### src/rtl/lock_pkg.sv
// Shared types and key-code constants for the keypad lock controller.
package lock_pkg;

  typedef enum logic [2:0] {
    ST_IDLE    = 3'd0,
    ST_ENTRY   = 3'd1,
    ST_CHECK   = 3'd2,
    ST_OPEN    = 3'd3,
    ST_LOCKOUT = 3'd4
  } state_t;

  localparam logic [3:0] KEY_CLEAR = 4'hA;
  localparam logic [3:0] KEY_ENTER = 4'hB;

endpackage

### src/rtl/phase_timer.sv
// Loadable down-counter shared by the OPEN, LOCKOUT and entry-timeout phases.
// load_val is the phase length minus one; expire pulses in the phase's last cycle.
module phase_timer #(
  parameter int W = 8
) (
  input  logic         clk,
  input  logic         rst_n,
  input  logic         load,
  input  logic [W-1:0] load_val,
  output logic         expire
);

  logic [W-1:0] cnt;
  logic         running;

  always_ff @(posedge clk) begin
    if (!rst_n) begin
      cnt     <= '0;
      running <= 1'b0;
    end else if (load) begin
      cnt     <= load_val;
      running <= 1'b1;
    end else if (running) begin
      if (cnt == '0) running <= 1'b0;
      else           cnt     <= cnt - 1'b1;
    end
  end

  assign expire = running && (cnt == '0);

endmodule

### src/rtl/entry_sequencer.sv
// Keypad-lock entry controller: assembles digits, runs the compare handshake, sequences open/lockout.
// Optional build macro ENTRY_TIMEOUT_EN adds an inactivity timeout while in ENTRY.
module entry_sequencer
  import lock_pkg::*;
#(
  parameter int DIGITS      = 4,
  parameter int MAX_WRONG   = 3,
  parameter int OPEN_CYC    = 50_000_000,
  parameter int LOCKOUT_CYC = 500_000_000,
  parameter int TIMEOUT_CYC = 250_000_000
) (
  input  logic                clk,
  input  logic                rst_n,
  input  logic                key_valid,
  input  logic [3:0]          key_code,
  input  logic                cmp_ack,
  input  logic                cmp_match,
  output logic                cmp_req,
  output logic [4*DIGITS-1:0] entry_code,
  output logic [2:0]          digit_cnt,
  output logic                open,
  output logic                lock,
  output logic                lockout,
  output logic [3:0]          wrong_cnt,
  output state_t              state_dbg
);

  localparam int MAX_OL  = (OPEN_CYC > LOCKOUT_CYC) ? OPEN_CYC : LOCKOUT_CYC;
  localparam int MAX_DUR = (MAX_OL > TIMEOUT_CYC) ? MAX_OL : TIMEOUT_CYC;
  localparam int TW      = (MAX_DUR > 1) ? $clog2(MAX_DUR) : 1;

  state_t                state, state_n;
  logic [4*DIGITS-1:0]   code_n;
  logic [2:0]            cnt_n;
  logic [3:0]            wrong_n;
  logic                  t_load, t_expire;
  logic [TW-1:0]         t_val;
  logic                  is_digit;

  assign is_digit = key_valid && (key_code <= 4'd9);

  phase_timer #(.W(TW)) u_timer (
    .clk      (clk),
    .rst_n    (rst_n),
    .load     (t_load),
    .load_val (t_val),
    .expire   (t_expire)
  );

  always_ff @(posedge clk) begin
    if (!rst_n) begin
      state      <= ST_IDLE;
      entry_code <= '0;
      digit_cnt  <= '0;
      wrong_cnt  <= '0;
    end else begin
      state      <= state_n;
      entry_code <= code_n;
      digit_cnt  <= cnt_n;
      wrong_cnt  <= wrong_n;
    end
  end

  // Compare handshake: cmp_req is high for every cycle spent in CHECK; a single-cycle
  // cmp_ack (any cycle while cmp_req=1) carries cmp_match and ends the compare.
  always_comb begin
    state_n = state;
    code_n  = entry_code;
    cnt_n   = digit_cnt;
    wrong_n = wrong_cnt;
    t_load  = 1'b0;
    t_val   = '0;
    case (state)
      ST_IDLE: begin
        if (is_digit) begin
          code_n  = {entry_code[4*DIGITS-5:0], key_code};
          cnt_n   = 3'd1;
          state_n = ST_ENTRY;
`ifdef ENTRY_TIMEOUT_EN
          t_load  = 1'b1;
          t_val   = TW'(TIMEOUT_CYC - 1);
`endif
        end
      end
      ST_ENTRY: begin
`ifdef ENTRY_TIMEOUT_EN
        if (t_expire) begin
          code_n  = '0;
          cnt_n   = '0;
          state_n = ST_IDLE;
        end else
`endif
        if (key_valid) begin
`ifdef ENTRY_TIMEOUT_EN
          t_load = 1'b1;
          t_val  = TW'(TIMEOUT_CYC - 1);
`endif
          if (is_digit) begin
            if (digit_cnt < 3'(DIGITS)) begin
              code_n = {entry_code[4*DIGITS-5:0], key_code};
              cnt_n  = digit_cnt + 3'd1;
            end
          end else if (key_code == KEY_CLEAR) begin
            code_n  = '0;
            cnt_n   = '0;
            state_n = ST_IDLE;
          end else if (key_code == KEY_ENTER) begin
            if (digit_cnt == 3'(DIGITS)) begin
              state_n = ST_CHECK;
            end else begin
              code_n  = '0;
              cnt_n   = '0;
              state_n = ST_IDLE;
            end
          end
        end
      end
      ST_CHECK: begin
        if (cmp_ack) begin
          if (cmp_match) begin
            wrong_n = '0;
            state_n = ST_OPEN;
            t_load  = 1'b1;
            t_val   = TW'(OPEN_CYC - 1);
          end else begin
            wrong_n = (wrong_cnt == 4'(MAX_WRONG)) ? wrong_cnt : wrong_cnt + 4'd1;
            code_n  = '0;
            cnt_n   = '0;
            if (wrong_n == 4'(MAX_WRONG)) begin
              state_n = ST_LOCKOUT;
              t_load  = 1'b1;
              t_val   = TW'(LOCKOUT_CYC - 1);
            end else begin
              state_n = ST_IDLE;
            end
          end
        end
      end
      ST_OPEN: begin
        if (t_expire) state_n = ST_IDLE;
        else if (key_valid && key_code == KEY_ENTER) state_n = ST_IDLE;
      end
      ST_LOCKOUT: begin
        if (t_expire) begin
          wrong_n = '0;
          state_n = ST_IDLE;
        end
      end
      default: state_n = ST_IDLE;
    endcase
  end

  always_comb begin
    cmp_req   = (state == ST_CHECK);
    open      = (state == ST_OPEN);
    lock      = (state != ST_OPEN);
    lockout   = (state == ST_LOCKOUT);
    state_dbg = state;
  end

endmodule

### config.mk
export PLATFORM = sky130hd
export DESIGN_NAME = entry_sequencer
export DESIGN_NICKNAME = d
export VERILOG_FILES = /design/src/rtl/lock_pkg.sv /design/src/rtl/phase_timer.sv /design/src/rtl/entry_sequencer.sv
export SDC_FILE = /design/constraint.sdc
export NUM_CORES = 1
export LEC_CHECK = 0
export BUFFER_PORTS_ARGS = -buffer_cell sky130_fd_sc_hd__buf_4
export CORE_MARGIN = 5
export CORE_UTILIZATION = 35
export DETAILED_ROUTE_END_ITERATION = 10
export MAX_ROUTING_LAYER = met4
export PLACE_DENSITY = 0.63
export RECOVER_POWER = 100
export SLEW_MARGIN = 30
export SYNTH_ARGS = -nofsm -noshare
export SYNTH_HDL_FRONTEND = slang
export SYNTH_SLANG_ARGS = --single-unit
### constraint.sdc
create_clock -name clk -period 6.54 [get_ports clk]
set_input_delay 0.327 -clock clk [delete_from_list [all_inputs] [get_ports clk]]
set_output_delay 0.327 -clock clk [all_outputs]
set_load 0.05 [all_outputs]
==> results of run 1 <==
==> registers in the layout, indices dropped and copies added, names as in the netlist <==
name	flops
u_timer.running	1
wrong_cnt	4
digit_cnt	3
state_dbg	3
u_timer.cnt	29
entry_code	16
==> cells in the mapped netlist (4+ instances only) <==
cell / n / share of area, %
dfxtp_1: 56 / 34
nand2_1: 39 / 4.4
nand3_1: 24 / 3.6
nor2_1: 20 / 2.3
clkbuf_1: 17 / 1.9
mux2i_1: 17 / 5.2
inv_1: 15 / 1.7
nor3_1: 14 / 2.1
a21oi_1: 13 / 2.0
or4_1: 10 / 2.3
o211ai_1: 9 / 2.0
o31ai_1: 9 / 2.0
a31oi_1: 8 / 1.5
o21ai_0: 7 / 1.1
a32o_1: 5 / 1.5
ha_1: 5 / 1.9
nand2b_1: 5 / 0.95
nand3b_1: 5 / 1.1
nor4_1: 5 / 0.95
or4_4: 5 / 1.7
xor2_1: 5 / 1.3
a211oi_1: 4 / 0.91
nor3b_1: 4 / 0.91
o21a_1: 4 / 0.91
or2_2: 4 / 0.76
or3_1: 4 / 0.76
==> final cells by class <==
| type | instances | area share, % |
|---|---|---|
| Clock buffer | 6 | 2.04 |
| Clock inverter | 2 | 0.982 |
| Inverter | 16 | 1.68 |
| Multi-Input combinational cell | 290 | 54.7 |
| Sequential cell | 56 | 31.4 |
| Tap cell | 111 | 3.89 |
| Timing Repair Buffer | 40 | 5.26 |
==> worst max-delay path, delay by kind of cell, from the launching register on <==
kind	cells	cell delay (ns)
and+or+nand+nor	2	1.41
AOI/OAI and AO/OA	3	2.51
DFF	1	0.37
==> path summary, 6_finish.rpt <==
| kind | start | to | depth (start not counted) |
|---|---|---|---|
| worst max register to register | u_timer.cnt[14] | u_timer.cnt[20] | 5 |
| worst max-delay path | u_timer.cnt[14] | u_timer.cnt[20] | 5 |
| worst min-delay path | key_code[2] | entry_code[2] | 3 |
| worst min register to register | entry_code[15] | entry_code[15] | 2 |
==> routing by layer <==
| layer | part of all wire, % | wire, um |
|---|---|---|
| met4 | 1.2 | 106 |
| met2 | 46 | 3910 |
| met1 | 47 | 4010 |
| met5 | 0 | 0 |
| met3 | 6.2 | 527 |
==> through the flow <==
step / hold slack [ns] / std cells / worst slack [ns]
floorplan: 0.448 / 387 / 2.95
global placement: 0.444 / 513 / 3.73
detailed placement: 0.448 / 513 / 3.73
CTS: 0.289 / 521 / 3.65
global route: 0.307 / 521 / 1.97
finish: 0.300 / 521 / 2.16
==> kinds of logic (layout without fill, tap and decap cells) <==
kind of cell,count (synthesis),in the layout,share of synthesized area (%)
flip-flops,56,56,34.0
buffers and inverters,41,64,5.57
XOR/XNOR,8,8,2.12
AO/OA/AOI/OAI,98,98,23.5
adder cells (fa/ha/maj),5,5,1.90
multiplexers,19,19,5.84
AND/OR/NAND/NOR,160,160,27.1
==> report_power, final <==
group | switching, W | internal, W | leakage [nW]
sequential | 0.00000554 | 0.000345 | 0.452
combinational | 0.0000478 | 0.0000189 | 0.816
clock | 0.000116 | 0.000114 | 0.0552
==> impl_metrics.json, run 1 <==
{
  "firstDrtPassIters": 4,
  "tightest_slew_ns": 2.08,
  "ys.flop_type": "dfxtp_1",
  "cts_setup_buffers": 0,
  "cts_buffers": 5,
  "cts_tree": "yes",
  "period_minus_slack_ns": 4.38,
  "viasPerCell": 5.86,
  "drive_gt1_share_pct": 7.32,
  "dpl.hpwl_um": 6020,
  "die_w_um": 107,
  "r2r_setup_slack_ns": 2.16,
  "finalSetupViolations": 0,
  "ios": 39,
  "cap_violations": 1,
  "clkLatencyLatePin_ns": 0.31,
  "core_area_sq_um": 9200,
  "worst_path_largest_cell_delay_ns": 1.62,
  "crit_top_cell": "or4_1",
  "vias": 3055,
  "final_cell_mix": "dfxtp_1, nand2_1, clkbuf_1, nand3_1, nor2_1",
  "ctsRootBufferMaster": "clkbuf_8",
  "clk_pin_slew_ns": 0.11,
  "utilization_pct": 38.8,
  "grtUsageMet2_pct": 23.2,
  "n_antenna_cell": 0,
  "hold_viol": 0,
  "layout_commonest_cell": "dfxtp_1",
  "cp_data_required_time_ns": 6.76,
  "syn-mean-instance-area_sq_um": 8.53,
  "initial_core_util_pct": 35.9,
  "arrival_ns": 4.60,
  "syn_inst": 387,
  "grt_max_degree": 58,
  "critPathSlowestCell": "o21ai_0",
  "drcViolationCount": 0,
  "wirelength_um": 8560,
  "tns_ns": 0,
  "finClkSkew_ns": 0.0121,
  "met1_usage_pct": 21.8,
  "slew_headroom_pct": -40.2,
  "start_kind": "register",
  "detail_route.wl_per_cell_um": 16.4,
  "synth_async_sr_flop_share_pct": 0,
  "fill_cells": 989,
  "synth-edff-count": 0,
  "grt_usage_pct": 15.4,
  "path_class": "register to register",
  "period_share_pct": 67.0,
  "cts.sinks": 56,
  "die_h_um": 107,
  "ctsHtreeMaxLevel": 2,
  "fin_nets": 423,
  "gp_congestion": 0.933,
  "end_kind": "register",
  "max_freq_ghz": 0.228,
  "ctsResizeCount": 0,
  "cellPowerDensity_nw_per_um2": 182,
  "grt_use_met3_pct": 2.59,
  "drv_slew": 19,
  "rsz0062_at_grt": "no",
  "syn-cell-area_sq_um": 3300,
  "overflow": 0,
  "hold_path.class": "primary input to register",
  "port_buffers": 38,
  "num_rows": 35,
  "power_w": 0.000648,
  "die_area_sq_um": 11500,
  "syn_nets": 401,
  "layout.area.seq_sq_um": 1120,
  "multi_input_area_sq_um": 1950,
  "antenna_left": 0,
  "cts_buffer_depth": 2,
  "grt_pass1_vias": 2731,
  "max-vdd-ir-drop_v": 0.0000916,
  "design_area_sq_um": 3570,
  "area_delta_synth_final_pct": 8.08,
  "violations": "capacitance limit, slew limit",
  "p_leak_nw": 1.32,
  "synthDistinctLibCells": 72,
  "grt.busiest_layer": "met2",
  "grt_pass1_wl_um": 14300,
  "antenna_found_initial": 0,
  "outcome": "finished, violations left",
  "drt_iter0_drc": 340,
  "yosys_warnings": 0,
  "ctsHoldBuffers": 0,
  "ys_seq_area_share_pct": 34.0,
  "path_cells": "or4_1 > or4_1 > o21ai_0 > a21oi_1 > a32o_1",
  "ys_ff_latch": 56,
  "cp_max_fo": 18,
  "placed_cell_area_sq_um": 3610
}
Power figures use the tool's default switching activity.
==> inputs of run 2 (changes only) <==
==> constraint.sdc (replaced) <==
create_clock -name clk -period 4.1 [get_ports clk]
set_input_delay 0.205 -clock clk [delete_from_list [all_inputs] [get_ports clk]]
set_output_delay 0.205 -clock clk [all_outputs]
set_load 0.05 [all_outputs]
==> run 2 against run 1 <==
The run now ends clean. Hold slack got worse by 0.14 ns. Worst setup slack got worse by 1.4 ns. Global-route usage up 0.11 points. Die area unchanged. Critical path depth unchanged. Sequential power grew 60%. Utilization is the same. Sequential share of layout area unchanged. Cell count rose by 0.19%. Critical endpoint unchanged. Largest cell class unchanged. Highest routed layer unchanged.
==> impl_metrics.json, run 2 (same netlist as run 1, synthesis figures left out) <==
{
  "outcome": "finished clean",
  "wirelength_um": 8580,
  "grt_max_degree": 58,
  "p_leak_nw": 1.31,
  "cp_max_fo": 22,
  "grt_pass1_wl_um": 14500,
  "arrival_ns": 3.62,
  "fill_cells": 973,
  "drcViolationCount": 0,
  "ctsHoldBuffers": 0,
  "max-vdd-ir-drop_v": 0.000162,
  "cts_setup_buffers": 0,
  "grt_pass1_vias": 2881,
  "tns_ns": 0,
  "utilization_pct": 38.8,
  "r2r_end": "u_timer.cnt[20]",
  "cts_buffers": 5,
  "fin_nets": 424,
  "detail_route.wl_per_cell_um": 16.4,
  "num_rows": 35,
  "drive_gt1_share_pct": 7.79,
  "ctsRootBufferMaster": "clkbuf_8",
  "largest_reg_flops": 29,
  "tightest_slew_ns": 1.27,
  "regMostFlops": "u_timer.cnt",
  "crit_start": "state_dbg[1]",
  "finClkSkew_ns": 0.00952,
  "cap_violations": 0,
  "hold_path.class": "primary input to register",
  "die_h_um": 107,
  "initial_core_util_pct": 35.9,
  "ios": 39,
  "r2r_start": "state_dbg[1]",
  "rsz0062_at_grt": "no",
  "overflow": 0,
  "core_area_sq_um": 9200,
  "ctsResizeCount": 0,
  "end_kind": "register",
  "cts.sinks": 56,
  "die_w_um": 107,
  "gp_congestion": 0.874,
  "area_delta_synth_final_pct": 8.08,
  "setup.worst_path.end": "u_timer.cnt[20]",
  "drt_iter0_drc": 248,
  "period_share_pct": 81.8,
  "clkLatencyLatePin_ns": 0.32,
  "dpl.hpwl_um": 6090,
  "path_class": "register to register",
  "antenna_left": 0,
  "vias": 3091,
  "n_antenna_cell": 0,
  "die_area_sq_um": 11500,
  "viasPerCell": 5.92,
  "final_cell_mix": "dfxtp_1, nand2_1, clkbuf_1, nand3_1, nor2_1",
  "finalSetupViolations": 0,
  "cellPowerDensity_nw_per_um2": 275,
  "r2r_setup_slack_ns": 0.75,
  "max_freq_ghz": 0.298,
  "firstDrtPassIters": 4,
  "grt_usage_pct": 15.5,
  "antenna_found_initial": 0,
  "port_buffers": 38,
  "layout_commonest_cell": "dfxtp_1",
  "cts_tree": "yes",
  "cp_data_required_time_ns": 4.36,
  "cts_buffer_depth": 2,
  "period_minus_slack_ns": 3.35,
  "r2r_cells": 5,
  "clk_pin_slew_ns": 0.11,
  "ctsHtreeMaxLevel": 2,
  "largestRegisters": "u_timer.cnt x29, entry_code x16, wrong_cnt x4",
  "start_kind": "register",
  "drv_slew": 0,
  "hold_viol": 0,
  "slew_headroom_pct": 15.1
}
==> run 2: area by class of cell <==
type	count	area, sq um	area share, %
Multi-Input combinational cell	290	1960	55.0
Tap cell	111	139	3.89
Clock buffer	6	72.6	2.04
Inverter	16	60.1	1.68
Timing Repair Buffer	41	195	5.47
Clock inverter	2	16.3	0.456
Sequential cell	56	1120	31.4
==> run 2: how the worst min path moves through the flow <==
stage	start	end	cells after the start
finish	key_code[1]	entry_code[1]	3
global route	key_code[1]	entry_code[1]	3
CTS	key_code[1]	entry_code[1]	3
detailed placement	entry_code[13]	entry_code[13]	2
global placement	entry_code[13]	entry_code[13]	2
floorplan	key_code[0]	entry_code[0]	2
==> run 2: critical path, cell delays in order, from the launching register on <==
cell,delay [ns]
dfxtp_1,0.58
nor4bb_1,0.72
o21ai_0,0.36
or2_0,0.74
a21oi_1,0.69
a32o_1,0.21
==> run 2: per-layer routing <==
metal	GRT usage [%]	part of all wire [%]
met5	-	0
met4	3.47	1.3
met3	3.01	5.0
met2	24.3	46
met1	20.8	48
==> run 2: per-stage QoR <==
step	setup WS [ns]	std cells	total power, W	cell area [sq um]	hold slack, ns
after floorplan	0.508	387	0.000654	3300	0.359
after global placement	1.36	514	0.000686	3620	0.444
after detailed placement	1.27	514	0.000688	3620	0.452
after CTS	1.23	522	0.000997	3710	0.159
after global routing	0.491	522	0.00102	3570	0.179
final	0.748	522	0.000979	3570	0.165
==> run 2: report_power, final <==
part | total (W) | internal [W] | switching (W)
combinational | 0.000108 | 0.0000309 | 0.0000770
clock | 0.000312 | 0.000122 | 0.000189
sequential | 0.000560 | 0.000551 | 0.00000911
total | 0.000979 | 0.000704 | 0.000276
